## src/rtl/pipeline_controller.sv

```systemverilog
// Sequencing controller for a 5-stage pipeline: stage valid tracking, load-use
// stall, branch flush, halt-drain / single-step FSM and debug counters.
module pipeline_controller #(
    parameter int CNT_W = 32,
    parameter int REG_W = 4
) (
    input  logic             clk,
    input  logic             reset,
    input  logic             halt,
    input  logic             step,
    input  logic             branch_taken_exe,
    input  logic             exe_mem_to_reg,
    input  logic [REG_W-1:0] exe_rd,
    input  logic [REG_W-1:0] deco_ra1,
    input  logic [REG_W-1:0] deco_ra2,
    input  logic             deco_use_a1,
    input  logic             deco_use_a2,
    output logic             pc_en,
    output logic             if_de_en,
    output logic             if_de_flush,
    output logic             deco_exe_flush,
    output logic [1:0]       state,
    output logic             halted,
    output logic [3:0]       stage_valid,
    output logic [CNT_W-1:0] cycle_count,
    output logic [CNT_W-1:0] retired_count
);

    typedef enum logic [1:0] {
        RUN    = 2'd0,
        DRAIN  = 2'd1,
        HALTED = 2'd2,
        STEP   = 2'd3
    } state_t;

    state_t state_q, state_d;

    logic v_de, v_ex, v_mem, v_wb;
    logic v_de_d, v_ex_d;
    logic fetch_active;
    logic br, lu;
    logic src1_hit, src2_hit;
    logic drained;

    assign fetch_active = (state_q == RUN) || (state_q == STEP);

    assign src1_hit = deco_use_a1 && (deco_ra1 == exe_rd);
    assign src2_hit = deco_use_a2 && (deco_ra2 == exe_rd);

    assign br = branch_taken_exe && v_ex;
    assign lu = v_de && v_ex && exe_mem_to_reg && (src1_hit || src2_hit);

    // Hazard priority: branch kill > load-use bubble > normal fetch > drain bubbles.
    always_comb begin
        pc_en          = 1'b1;
        if_de_en       = 1'b1;
        if_de_flush    = 1'b0;
        deco_exe_flush = 1'b0;
        if (br) begin
            if_de_flush    = 1'b1;
            deco_exe_flush = 1'b1;
        end else if (lu) begin
            pc_en          = 1'b0;
            if_de_en       = 1'b0;
            deco_exe_flush = 1'b1;
        end else if (!fetch_active) begin
            pc_en       = 1'b0;
            if_de_flush = 1'b1;
        end
    end

    always_comb begin
        v_ex_d = deco_exe_flush ? 1'b0 : v_de;
        if (if_de_flush) begin
            v_de_d = 1'b0;
        end else if (if_de_en) begin
            v_de_d = fetch_active;
        end else begin
            v_de_d = v_de;
        end
    end

    // Next-cycle v_mem/v_wb are the current v_ex/v_mem.
    assign drained = !(v_de_d || v_ex_d || v_ex || v_mem);

    always_comb begin
        state_d = state_q;
        unique case (state_q)
            RUN: begin
                if (halt) state_d = DRAIN;
            end
            DRAIN: begin
                if (!halt) begin
                    state_d = RUN;
                end else if (drained) begin
                    state_d = HALTED;
                end
            end
            HALTED: begin
                if (!halt) begin
                    state_d = RUN;
                end else if (step) begin
                    state_d = STEP;
                end
            end
            STEP: begin
                if (!lu) state_d = DRAIN;
            end
            default: state_d = RUN;
        endcase
    end

    always_ff @(posedge clk or negedge reset) begin
        if (!reset) begin
            state_q <= RUN;
        end else begin
            state_q <= state_d;
        end
    end

    always_ff @(posedge clk or negedge reset) begin
        if (!reset) begin
            v_de  <= 1'b0;
            v_ex  <= 1'b0;
            v_mem <= 1'b0;
            v_wb  <= 1'b0;
        end else begin
            v_de  <= v_de_d;
            v_ex  <= v_ex_d;
            v_mem <= v_ex;
            v_wb  <= v_mem;
        end
    end

    always_ff @(posedge clk or negedge reset) begin
        if (!reset) begin
            cycle_count   <= '0;
            retired_count <= '0;
        end else begin
            if (state_q != HALTED) cycle_count <= cycle_count + CNT_W'(1);
            if (v_wb) retired_count <= retired_count + CNT_W'(1);
        end
    end

    assign state       = state_q;
    assign halted      = (state_q == HALTED);
    assign stage_valid = {v_wb, v_mem, v_ex, v_de};

endmodule

```

## config.mk

```make
export PLATFORM = sky130hd
export DESIGN_NAME = pipeline_controller
export DESIGN_NICKNAME = d
export VERILOG_FILES = /design/src/rtl/pipeline_controller.sv
export SDC_FILE = /design/constraint.sdc
export NUM_CORES = 1
export LEC_CHECK = 0
export CAP_MARGIN = 5
export CORE_ASPECT_RATIO = 1.4
export CORE_MARGIN = 8
export CORE_UTILIZATION = 43
export CTS_BUF_LIST = sky130_fd_sc_hd__clkbuf_8
export DETAILED_ROUTE_END_ITERATION = 6
export PLACE_DENSITY = 0.73
export SYNTH_ARGS = -nofsm -noshare
export SYNTH_HDL_FRONTEND = slang
export SYNTH_SLANG_ARGS = --single-unit
```

## constraint.sdc

```tcl
create_clock -name clk -period 2.1 [get_ports clk]
set_input_delay 0.315 -clock clk [delete_from_list [all_inputs] [get_ports clk]]
set_output_delay 0.315 -clock clk [all_outputs]
set_load 0.01 [all_outputs]
```

==> qor.csv, run 1 <==
metric,value,unit
Clock Skew,0.01264,ns
WHS,0.4158,ns
Yosys top cell area share,52.93,%
core area,0.007607,mm²
drt pass-1 iters,4,
synthesized cell area,0.003309,mm²
number of synthesized flops with an enable pin,0,
clk_lat worst skew,0.34,ns
run status,finished clean,
DR iter-0 viols,53,
synth top area cells,"dfrtp_1 (53%), xnor2_1 (15%), nand2_1 (4.1%), nand4_1 (3.8%), xor2_1 (3.7%)",
CP required,2.30,ns
Num CTS Buffers,9,
Leak Pwr,2.063,nW
die height,119.8,µm
vias in the first global route,2682,
diode count,0,
Final ANT Viol Nets,0,
drt drc,0,
Slew HR,64.42,%
initial core utilization,43.50,%
Crit-path slowest cell,or4b_2,
WS Path Type,reg2reg,
Max Freq,493.8,MHz
sequential area share after synthesis,52.93,%
Max VDD drop,0.6507,mV
# IOs,95,
Row Count,38,
Finish-stage setup viols,0,
GPL Wtd Cong,0.7495,
Root Driver,clkbuf_8,
"Distinct cells, synth",37,
syn nets,324,
"FFs w/ async S/R, synth",100.0,%
die width,90.15,µm
vias,2598,
Vias per Instance,5.045,
CP max FO,5,
Yosys reg bits,70,
PortBufs,94,
Tmin final,2.025,ns
final setup margin,0.07506,ns
syn_area_per_cell,11.11,µm²
Place WS,-0.4335,ns
Setup crit end kind,flip-flop,
DIE AREA,0.01080,mm²
Design Power,0.004116,W
Crit path largest cell delay,0.65,ns
"CTS clk-pin slew, worst paths",0.07,ns
power density over the cells,885.0,mW/mm²
final max-slew violation count,0,
HP Class,reg2reg,
"Period Utilization, post-route",96.43,%
Arrival @ worst endpoint,2.23,ns
synth warn,0,
total grt overflow,0,
Post-Synthesis Cells,298,
clock sink count,70,
Post-layout nets,436,
first-pass GRT wire length,12940,µm
Top delay family on crit path,simple AND/OR/NAND/NOR gates,
Routed WL per cell,14.74,µm
Post-DP HPWL,5811,µm
final setup TNS,0,ns
H-tree depth,3,
Max-Cap Viols,0,
critical path startpoint category,flip-flop,
CTS tree,done,
CP cell instances,inv_1 -> ha_1 -> or4b_2 -> a21oi_2 -> a21oi_1 -> o21ai_0 -> o31ai_1,
worst slew pin tran,0.5320,ns
post-synth top area cell,dfrtp_1,
worst path bufs/invs,1,
layout cells sized above 1,11.57,%
CTS Buffer Depth,2,
Total GRT Usage,14.67,%
initial antenna violation count,0,
largest net degree at the start of global routing,54,
P&R area growth vs syn,40.53,%
Total Wirelength,7591,µm
"Hold Vio Cnt, Final",0,
Synth Flop Type,dfrtp_1,
path summary, 6_finish.rpt:
path,startpoint,endpoint,slack [ns],cells past startpoint
worst max-delay path,state[1]$_DFFE_PN0P_,state[1]$_DFFE_PN0P_,0.08,7
worst min-delay path,v_mem$_DFF_PN0_,v_wb$_DFF_PN0_,0.42,0
worst max register to register,state[1]$_DFFE_PN0P_,state[1]$_DFFE_PN0P_,0.08,7
worst min register to register,v_mem$_DFF_PN0_,v_wb$_DFF_PN0_,0.42,0
max in group asynchronous,reset,state[1]$_DFFE_PN0P_,1.00,3
min in group asynchronous,reset,retired_count[11]$_DFFE_PN0P_,0.45,2
power by group:
part | internal, W | switching, W | leakage [nW] | total (W)
Sequential | 0.00154 | 0.000257 | 0.943 | 0.00179
Clock | 0.000640 | 0.000470 | 0.115 | 0.00111
Combinational | 0.000679 | 0.000534 | 1.00 | 0.00121
Total | 0.00285 | 0.00126 | 2.06 | 0.00412
placed cells by master (no fill, tap or decap), types with 2 or more instances in the layout:
| cell type | instances |
|---|---|
| dlygate4sd2_1 | 6 |
| a21oi_1 | 2 |
| buf_2 | 4 |
| dlymetal6s2s_1 | 3 |
| xnor2_1 | 56 |
| nor2_1 | 18 |
| dfrtp_1 | 69 |
| nand2b_1 | 2 |
| nand4_1 | 20 |
| xor2_1 | 14 |
| o21ai_0 | 3 |
| nor3_2 | 2 |
| and2_1 | 3 |
| clkbuf_8 | 12 |
| clkdlybuf4s15_1 | 5 |
| and4_1 | 7 |
| ha_1 | 6 |
| nand2_1 | 35 |
| a22o_1 | 2 |
| buf_4 | 13 |
| nand3_1 | 15 |
| clkdlybuf4s50_1 | 74 |
| and3_1 | 9 |
| nor3_1 | 2 |
| mux2_2 | 2 |
| inv_1 | 7 |
| clkbuf_2 | 2 |
metrics by stage:
| stage | util (%) | instance area (µm²) | std cells |
|---|---|---|---|
| CTS | 60.87 | 4631 | 514 |
| detailed placement | 57.58 | 4380 | 490 |
| global route | 61.13 | 4651 | 515 |
| floorplan | - | 3309 | 298 |
| global placement | 57.58 | 4380 | 490 |
| finish | 61.13 | 4651 | 515 |
timing repair:
item,4_1_cts,5_1_grt
endpoints found under the hold margin,17,0
buffers inserted,7,1
pin swaps,12,11
hold buffers,1,0
resized for setup,27,14
endpoints found under the setup margin,4,6
area by class of cell:
class | instances | area (µm²)
clock inverters | 4 | 46.29
inverters | 5 | 18.77
well taps | 100 | 125.1
multi-input cells | 215 | 1504
clock buffers | 12 | 165.2
fillers | 673 | 2957
flip-flops and latches | 70 | 1753
repair buffers | 109 | 1039
kinds of logic (layout without fill, tap and decap cells):
| family | Yosys count | count (layout) | share of synthesized area (%) |
|---|---|---|---|
| flip-flops | 70 | 70 | 52.93 |
| buffers and inverters | 13 | 130 | 2.004 |
| AND/OR/NAND/NOR | 123 | 123 | 20.72 |
| adder cells (fa/ha/maj) | 6 | 6 | 2.268 |
| multiplexers | 3 | 3 | 0.9830 |
| XOR/XNOR | 70 | 70 | 18.53 |
| AO/OA/AOI/OAI | 13 | 13 | 2.571 |
synthesized netlist by cell type (2+ instances only):
library cell and count:
nor3_2 2, and4_1 7, inv_1 5, and3_1 9
and2_1 3, o21ai_0 3, nand3_1 15, a21oi_1 3
nand2b_1 2, clkbuf_1 2, dfrtp_1 70, xor2_1 14
xnor2_1 56, mux2_2 2, nand2_1 36, nor3_1 2
nand4_1 20, a22o_1 2, buf_4 4, nor2_1 18
buf_2 2, ha_1 6
flip-flops by register name, indices dropped and copies added, names as in the netlist:
signal,cells
cycle_count,32
retired_count,32
v_de,1
v_ex,1
v_mem,1
v_wb,1
state,2
metal layers:
layer	share of wire (%)	GRT usage, %	routed length [µm]
met5	0	0	0
met4	1.7	6.897	132
met3	7.7	6.063	582
met2	50	24.05	3759
met1	41	16.25	3116
No activity file was read; power rests on OpenSTA's default activity.
==> run 2, diff against run 1 <==
PLACE_DENSITY = default   (was 0.73)
PLACE_DENSITY_LB_ADDON = 0.1   (was default)
TNS_END_PERCENT = 5   (was default)
==> run 2 against run 1 <==
Effect of this change: first-iteration DRC count is 51% higher; count of clock-buffer cells in the layout is 2 lower; global-route usage about the same; die area did not move; clock skew decreased by 0.0033 ns; sequential power about the same; non-clock buffer count is 9 higher; setup slack improved by 0.054 ns; worst hold slack gained 0.0081 ns; critical path depth unchanged; via count is 1.0% lower; combinational power barely moved; largest cell class unchanged.
==> qor.csv, run 2 (synthesis gave the netlist of run 1 again) <==
metric,value,unit,change
run status,finished clean,,
Total GRT Usage,14.69,%,+0.024 points
vias in the first global route,2706,,+0.89%
drt drc,0,,unchanged
WS Path Type,in2out,,
"CTS clk-pin slew, worst paths",0.07,ns,about the same
DR iter-0 viols,80,,+51%
PortBufs,94,,unchanged
drt pass-1 iters,4,,unchanged
clk_lat worst skew,0.33,ns,about the same
die height,119.8,µm,unchanged
Slew HR,63.24,%,-1.2 points
P&R area growth vs syn,43.25,%,
layout cells sized above 1,13.92,%,+2.3 points
Post-layout nets,445,,+2.1%
Num CTS Buffers,9,,unchanged
Final ANT Viol Nets,0,,unchanged
diode count,0,,unchanged
initial core utilization,43.50,%,unchanged
first-pass GRT wire length,13060,µm,+0.96%
"commonest non-fill, non-tap cell in the layout",clkdlybuf4s50_1,,
final max-slew violation count,0,,unchanged
CTS tree,done,,
"Period Utilization, post-route",93.88,%,-2.5 points
total grt overflow,0,,unchanged
HP Class,reg2reg,,
Clock Skew,0.009321,ns,-0.003315 ns
Finish-stage setup viols,0,,unchanged
Post-Layout Inst Area,0.004741,mm²,+1.9%
WHS,0.4239,ns,+0.008058 ns
Fillers,664,,-1.3%
initial antenna violation count,0,,unchanged
DIE AREA,0.01080,mm²,unchanged
Row Count,38,,unchanged
Setup crit end kind,primary output,,
CP max FO,2,,-3
RSZ-0062 raised after global routing,false,,
vias,2572,,-1.0%
DP Area,0.004448,mm²,+1.5%
die width,90.15,µm,unchanged
# IOs,95,,unchanged
largest net degree at the start of global routing,25,,-54%
Tmin final,1.971,ns,-0.05354 ns
wl on met1,3147,µm,+0.99%
Total Wirelength,7694,µm,+1.4%
"Hold Vio Cnt, Final",0,,unchanged
worst slew pin tran,0.5514,ns,+0.01938 ns
most frequent cells in the layout,"clkdlybuf4s50_1 (76), dfrtp_1 (70), xnor2_1 (56)",,
Routed WL per cell,14.68,µm,-0.38%
final setup margin,0.1286,ns,+0.05354 ns
CP required,1.78,ns,-0.52 ns
critical path startpoint category,input pin,,
Place WS,-0.4073,ns,+0.02625 ns
power density over the cells,890.9,mW/mm²,+0.67%
core area,0.007607,mm²,unchanged
Max-Cap Viols,0,,unchanged
Leak Pwr,2.131,nW,+3.3%
Routed met2 length,4007,µm,+6.6%
GPL Wtd Cong,0.7951,,+6.1%
clock sink count,70,,unchanged
Max Freq,507.3,MHz,+2.7%
Max VDD drop,0.5900,mV,-9.3%
Vias per Instance,4.908,,-2.7%
Root Driver,clkbuf_8,,
CTS Buffer Depth,2,,unchanged
met3 wire len,386,µm,-34%
Design Power,0.004224,W,+2.6%
H-tree depth,3,,unchanged
Post-DP HPWL,5896,µm,+1.5%
Arrival @ worst endpoint,1.66,ns,-0.57 ns
top routing layer in use,met4,,
-- run 2: cell count changes in the layout (fill, tap and decap cells not counted), moves of 2 or more --
cell,before,now
dlygate4sd2_1,6,1
clkbuf_2,2,4
dlymetal6s2s_1,3,6
clkdlybuf4s15_1,5,3
clkbuf_8,12,10
clkdlybuf4s50_1,74,76
buf_4,13,22
-- run 2: repair_timing --
item,in CTS,in global routing
setup endpoints to repair,4,7
setup buffers,7,1
pin swaps,6,15
resized for setup,22,20
endpoints found under the hold margin,21,0
hold buffers,1,0
-- run 2: layer usage --
layer / track usage (%) / vias up
li1: - / 1260
met1: 15.84 / 1236
met2: 25.39 / 64
met3: 4.625 / 12
met4: 7.524 / 0
met5: 0 / -
-- run 2: power breakdown --
part | internal (W) | switching (W) | total [W]
registers | 0.00153 | 0.000251 | 0.00178
logic | 0.000709 | 0.000534 | 0.00124
clock network | 0.000699 | 0.000497 | 0.00120
total | 0.00294 | 0.00128 | 0.00422
-- run 2: final cells by class --
cell class / count / area, µm² / share of cell area (%)
Sequential cell: 70 / 1752 / 36.95
Multi-Input combinational cell: 215 / 1513 / 31.91
Timing Repair Buffer: 118 / 1110 / 23.41
Clock buffer: 10 / 137.6 / 2.903
Tap cell: 100 / 125.1 / 2.639
Clock inverter: 6 / 85.08 / 1.795
Inverter: 5 / 18.77 / 0.3959
-- run 2: per-stage QoR --
stage	utilization, %	instances	setup TNS (ns)
floorplan	-	298	0
global placement	58.47	499	-1.319
detailed placement	58.47	499	-1.543
CTS	62.01	523	0
global route	62.32	524	0
finish	62.32	524	0
-- run 2: final timing paths --
path / start / to / slack (ns) / cells past startpoint
setup / recovery: deco_use_a2 / if_de_flush / 0.13 / 7
hold / removal: v_mem$_DFF_PN0_ / v_wb$_DFF_PN0_ / 0.42 / 0
setup reg to reg: state[1]$_DFFE_PN0P_ / cycle_count[15]$_DFFE_PN0N_ / 0.22 / 8
hold reg to reg: v_mem$_DFF_PN0_ / v_wb$_DFF_PN0_ / 0.42 / 0
max in group asynchronous: reset / v_ex$_DFF_PN0_ / 1.03 / 3
min in group asynchronous: reset / retired_count[28]$_DFFE_PN0P_ / 0.50 / 2
-- run 2: critical path, cell delays in order --
cell and delay [ns]:
clkdlybuf4s50_1 0.46, nand2_1 0.08, o22ai_2 0.15, nand4_1 0.15
buf_4 0.17, a22o_1 0.19, buf_2 0.14
==> run 3, diff against run 2 <==
CELL_PAD_IN_SITES_DETAIL_PLACEMENT = 0   (was default)
CELL_PAD_IN_SITES_GLOBAL_PLACEMENT = 1   (was default)
CORE_UTILIZATION = 38   (was 43)
==> run 3 against run 2 <==
Effect of this change: register-to-register slack about the same; cell count unchanged; clock skew about the same; die area up 11%; non-clock buffer count down 3; critical endpoint unchanged.
==> qor.csv, run 3 (synthesis gave the netlist of run 1 again) <==
metric,value,unit,change
Arrival @ worst endpoint,1.72,ns,+0.06 ns
final setup TNS,0,ns,unchanged
Leak Pwr,2.102,nW,-1.3%
Max-Cap Viols,0,,unchanged
Post-DP HPWL,5868,µm,-0.48%
clock network power share,24.3,%,-4.0 points
largest net degree at the start of global routing,45,,+80%
Max VDD drop,0.5257,mV,-11%
H-tree depth,3,,unchanged
worst slew pin tran,0.3576,ns,-0.1938 ns
WS Path Type,in2out,,
drt pass-1 iters,4,,unchanged
met3 Use GR,5.018,%,+0.39 points
Fillers,785,,+18%
Root Driver,clkbuf_8,,
"commonest non-fill, non-tap cell in the layout",clkdlybuf4s50_1,,
Reg area,0.001752,mm²,unchanged
CTS Buffer Depth,2,,unchanged
total grt overflow,0,,unchanged
first-pass GRT wire length,13270,µm,+1.6%
area of the multi-input gates,0.001500,mm²,-0.83%
Post-layout nets,442,,-0.67%
critical path startpoint category,input pin,,
Setup crit end kind,primary output,,
P&R area growth vs syn,41.17,%,
# IOs,95,,unchanged
met1 GRT Util,15.98,%,+0.13 points
Tmin final,2.031,ns,+0.05925 ns
switch share,31.13,%,+0.79 points
initial antenna violation count,0,,unchanged
HP Class,in2async,,
CP max FO,3,,+1
Vias per Instance,4.891,,-0.35%
Max Freq,492.5,MHz,-2.9%
Total GRT Usage,13.88,%,-0.82 points
vias in the first global route,2676,,-1.1%
power density over the cells,853.5,mW/mm²,-4.2%
die height,126.4,µm,+5.5%
core area,0.008508,mm²,+12%
Clock Skew,0.009158,ns,-0.0001623 ns
"Hold Vio Cnt, Final",0,,unchanged
M2 GR Usage,22.62,%,-2.8 points
Slew HR,75.98,%,+13 points
clock sink count,70,,unchanged
final max-slew violation count,0,,unchanged
drt drc,0,,unchanged
Finish-stage setup viols,0,,unchanged
CP required,1.78,ns,about the same
P_sw,0.001241,W,-3.1%
"CTS clk-pin slew, worst paths",0.07,ns,about the same
run status,finished clean,,
Comb power frac,30.7,%,+1.3 points
diode count,0,,unchanged
GR peak layer,met2,,
vias,2563,,-0.35%
Num CTS Buffers,9,,unchanged
die width,94.87,µm,+5.2%
Seq pwr share,45.0,%,+2.7 points
initial core utilization,38.90,%,-4.6 points
utilization after layout,54.91,%,-7.4 points
DIE AREA,0.01199,mm²,+11%
RSZ-0062 raised after global routing,true,,
Int Pwr,0.002746,W,-6.7%
PortBufs,94,,unchanged
Total Wirelength,7680,µm,-0.18%
Final ANT Viol Nets,0,,unchanged
most frequent cells in the layout,"clkdlybuf4s50_1 (76), dfrtp_1 (70), xnor2_1 (56)",,
Routed WL per cell,14.66,µm,-0.18%
DR iter-0 viols,89,,+11%
"Period Utilization, post-route",96.70,%,+2.8 points
layout cells sized above 1,11.93,%,-2.0 points
Row Count,40,,+5.3%
GPL Wtd Cong,0.7260,,-8.7%
clk_lat worst skew,0.34,ns,about the same
CTS tree,done,,
-- run 3: worst paths after layout --
| path | cells after the start | start | end | slack [ns] |
|---|---|---|---|---|
| worst max-delay path | 8 | exe_rd[2] | if_de_flush | 0.07 |
| worst min-delay path | 2 | reset | retired_count[28]$_DFFE_PN0P_ | 0.39 |
| worst max register to register | 7 | state[1]$_DFFE_PN0P_ | cycle_count[16]$_DFFE_PN0N_ | 0.21 |
| worst min register to register | 0 | v_mem$_DFF_PN0_ | v_wb$_DFF_PN0_ | 0.43 |
| max in group asynchronous | 3 | reset | cycle_count[4]$_DFFE_PN0N_ | 1.18 |
| min in group clk | 0 | v_mem$_DFF_PN0_ | v_wb$_DFF_PN0_ | 0.43 |
-- run 3: what timing repair did --
item / in CTS / in global routing
setup endpoints to repair: 4 / 6
hold buffers: 1 / 0
buffers inserted: 5 / 2
endpoints found under the hold margin: 10 / 0
pin swaps: 5 / 10
gates resized for setup: 21 / 11
-- run 3: power groups by stage --
| stage | clock, W | combinational [W] | sequential [W] |
|---|---|---|---|
| 2_1_floorplan | 0 | 0.000568 | 0.00183 |
| 3_3_place_gp | 0 | 0.00124 | 0.00182 |
| 3_5_place_dp | 0 | 0.00126 | 0.00181 |
| 4_1_cts | 0.00101 | 0.00123 | 0.00179 |
| 5_1_grt | 0.00108 | 0.00136 | 0.00183 |
| 6_report | 0.000968 | 0.00123 | 0.00179 |
-- run 3: per-stage QoR --
step / setup WS (ns) / hold WS, ns / std cells / area, µm² / total power, W
after floorplan: 0.09602 / 0.01941 / 298 / 3309 / 0.002396
after global placement: -0.4128 / 0.2163 / 502 / 4439 / 0.003060
after detailed placement: -0.4609 / 0.2191 / 502 / 4439 / 0.003073
after CTS: 0.01326 / 0.3768 / 522 / 4637 / 0.004033
after global routing: -0.06706 / 0.4015 / 524 / 4672 / 0.004266
final: 0.06935 / 0.3868 / 524 / 4672 / 0.003987
-- run 3: layer usage --
metal	wire length (µm)	vias to the layer above
met5	0	-
met4	124	0
met3	580	10
met2	3883	58
met1	3091	1248
li1	-	1247
-- run 3: worst max-delay path, cell delays in order --
cell           delay (ns)
dlygate4sd2_1        0.26
xnor2_1              0.15
nand3_1              0.12
o22ai_1              0.18
nand4_1              0.19
buf_4                0.20
a22o_1               0.16
buf_2                0.13
-- run 3: layout make-up --
cell class                 instances  share of cell area, %
sequential                        70                  37.49
multi-input combinational        215                  32.11
timing repair buffer             115                  23.46
clock buffer                      12                  3.535
tap                              105                  2.812
inverter                           5                 0.4017
clock inverter                     2                 0.1875
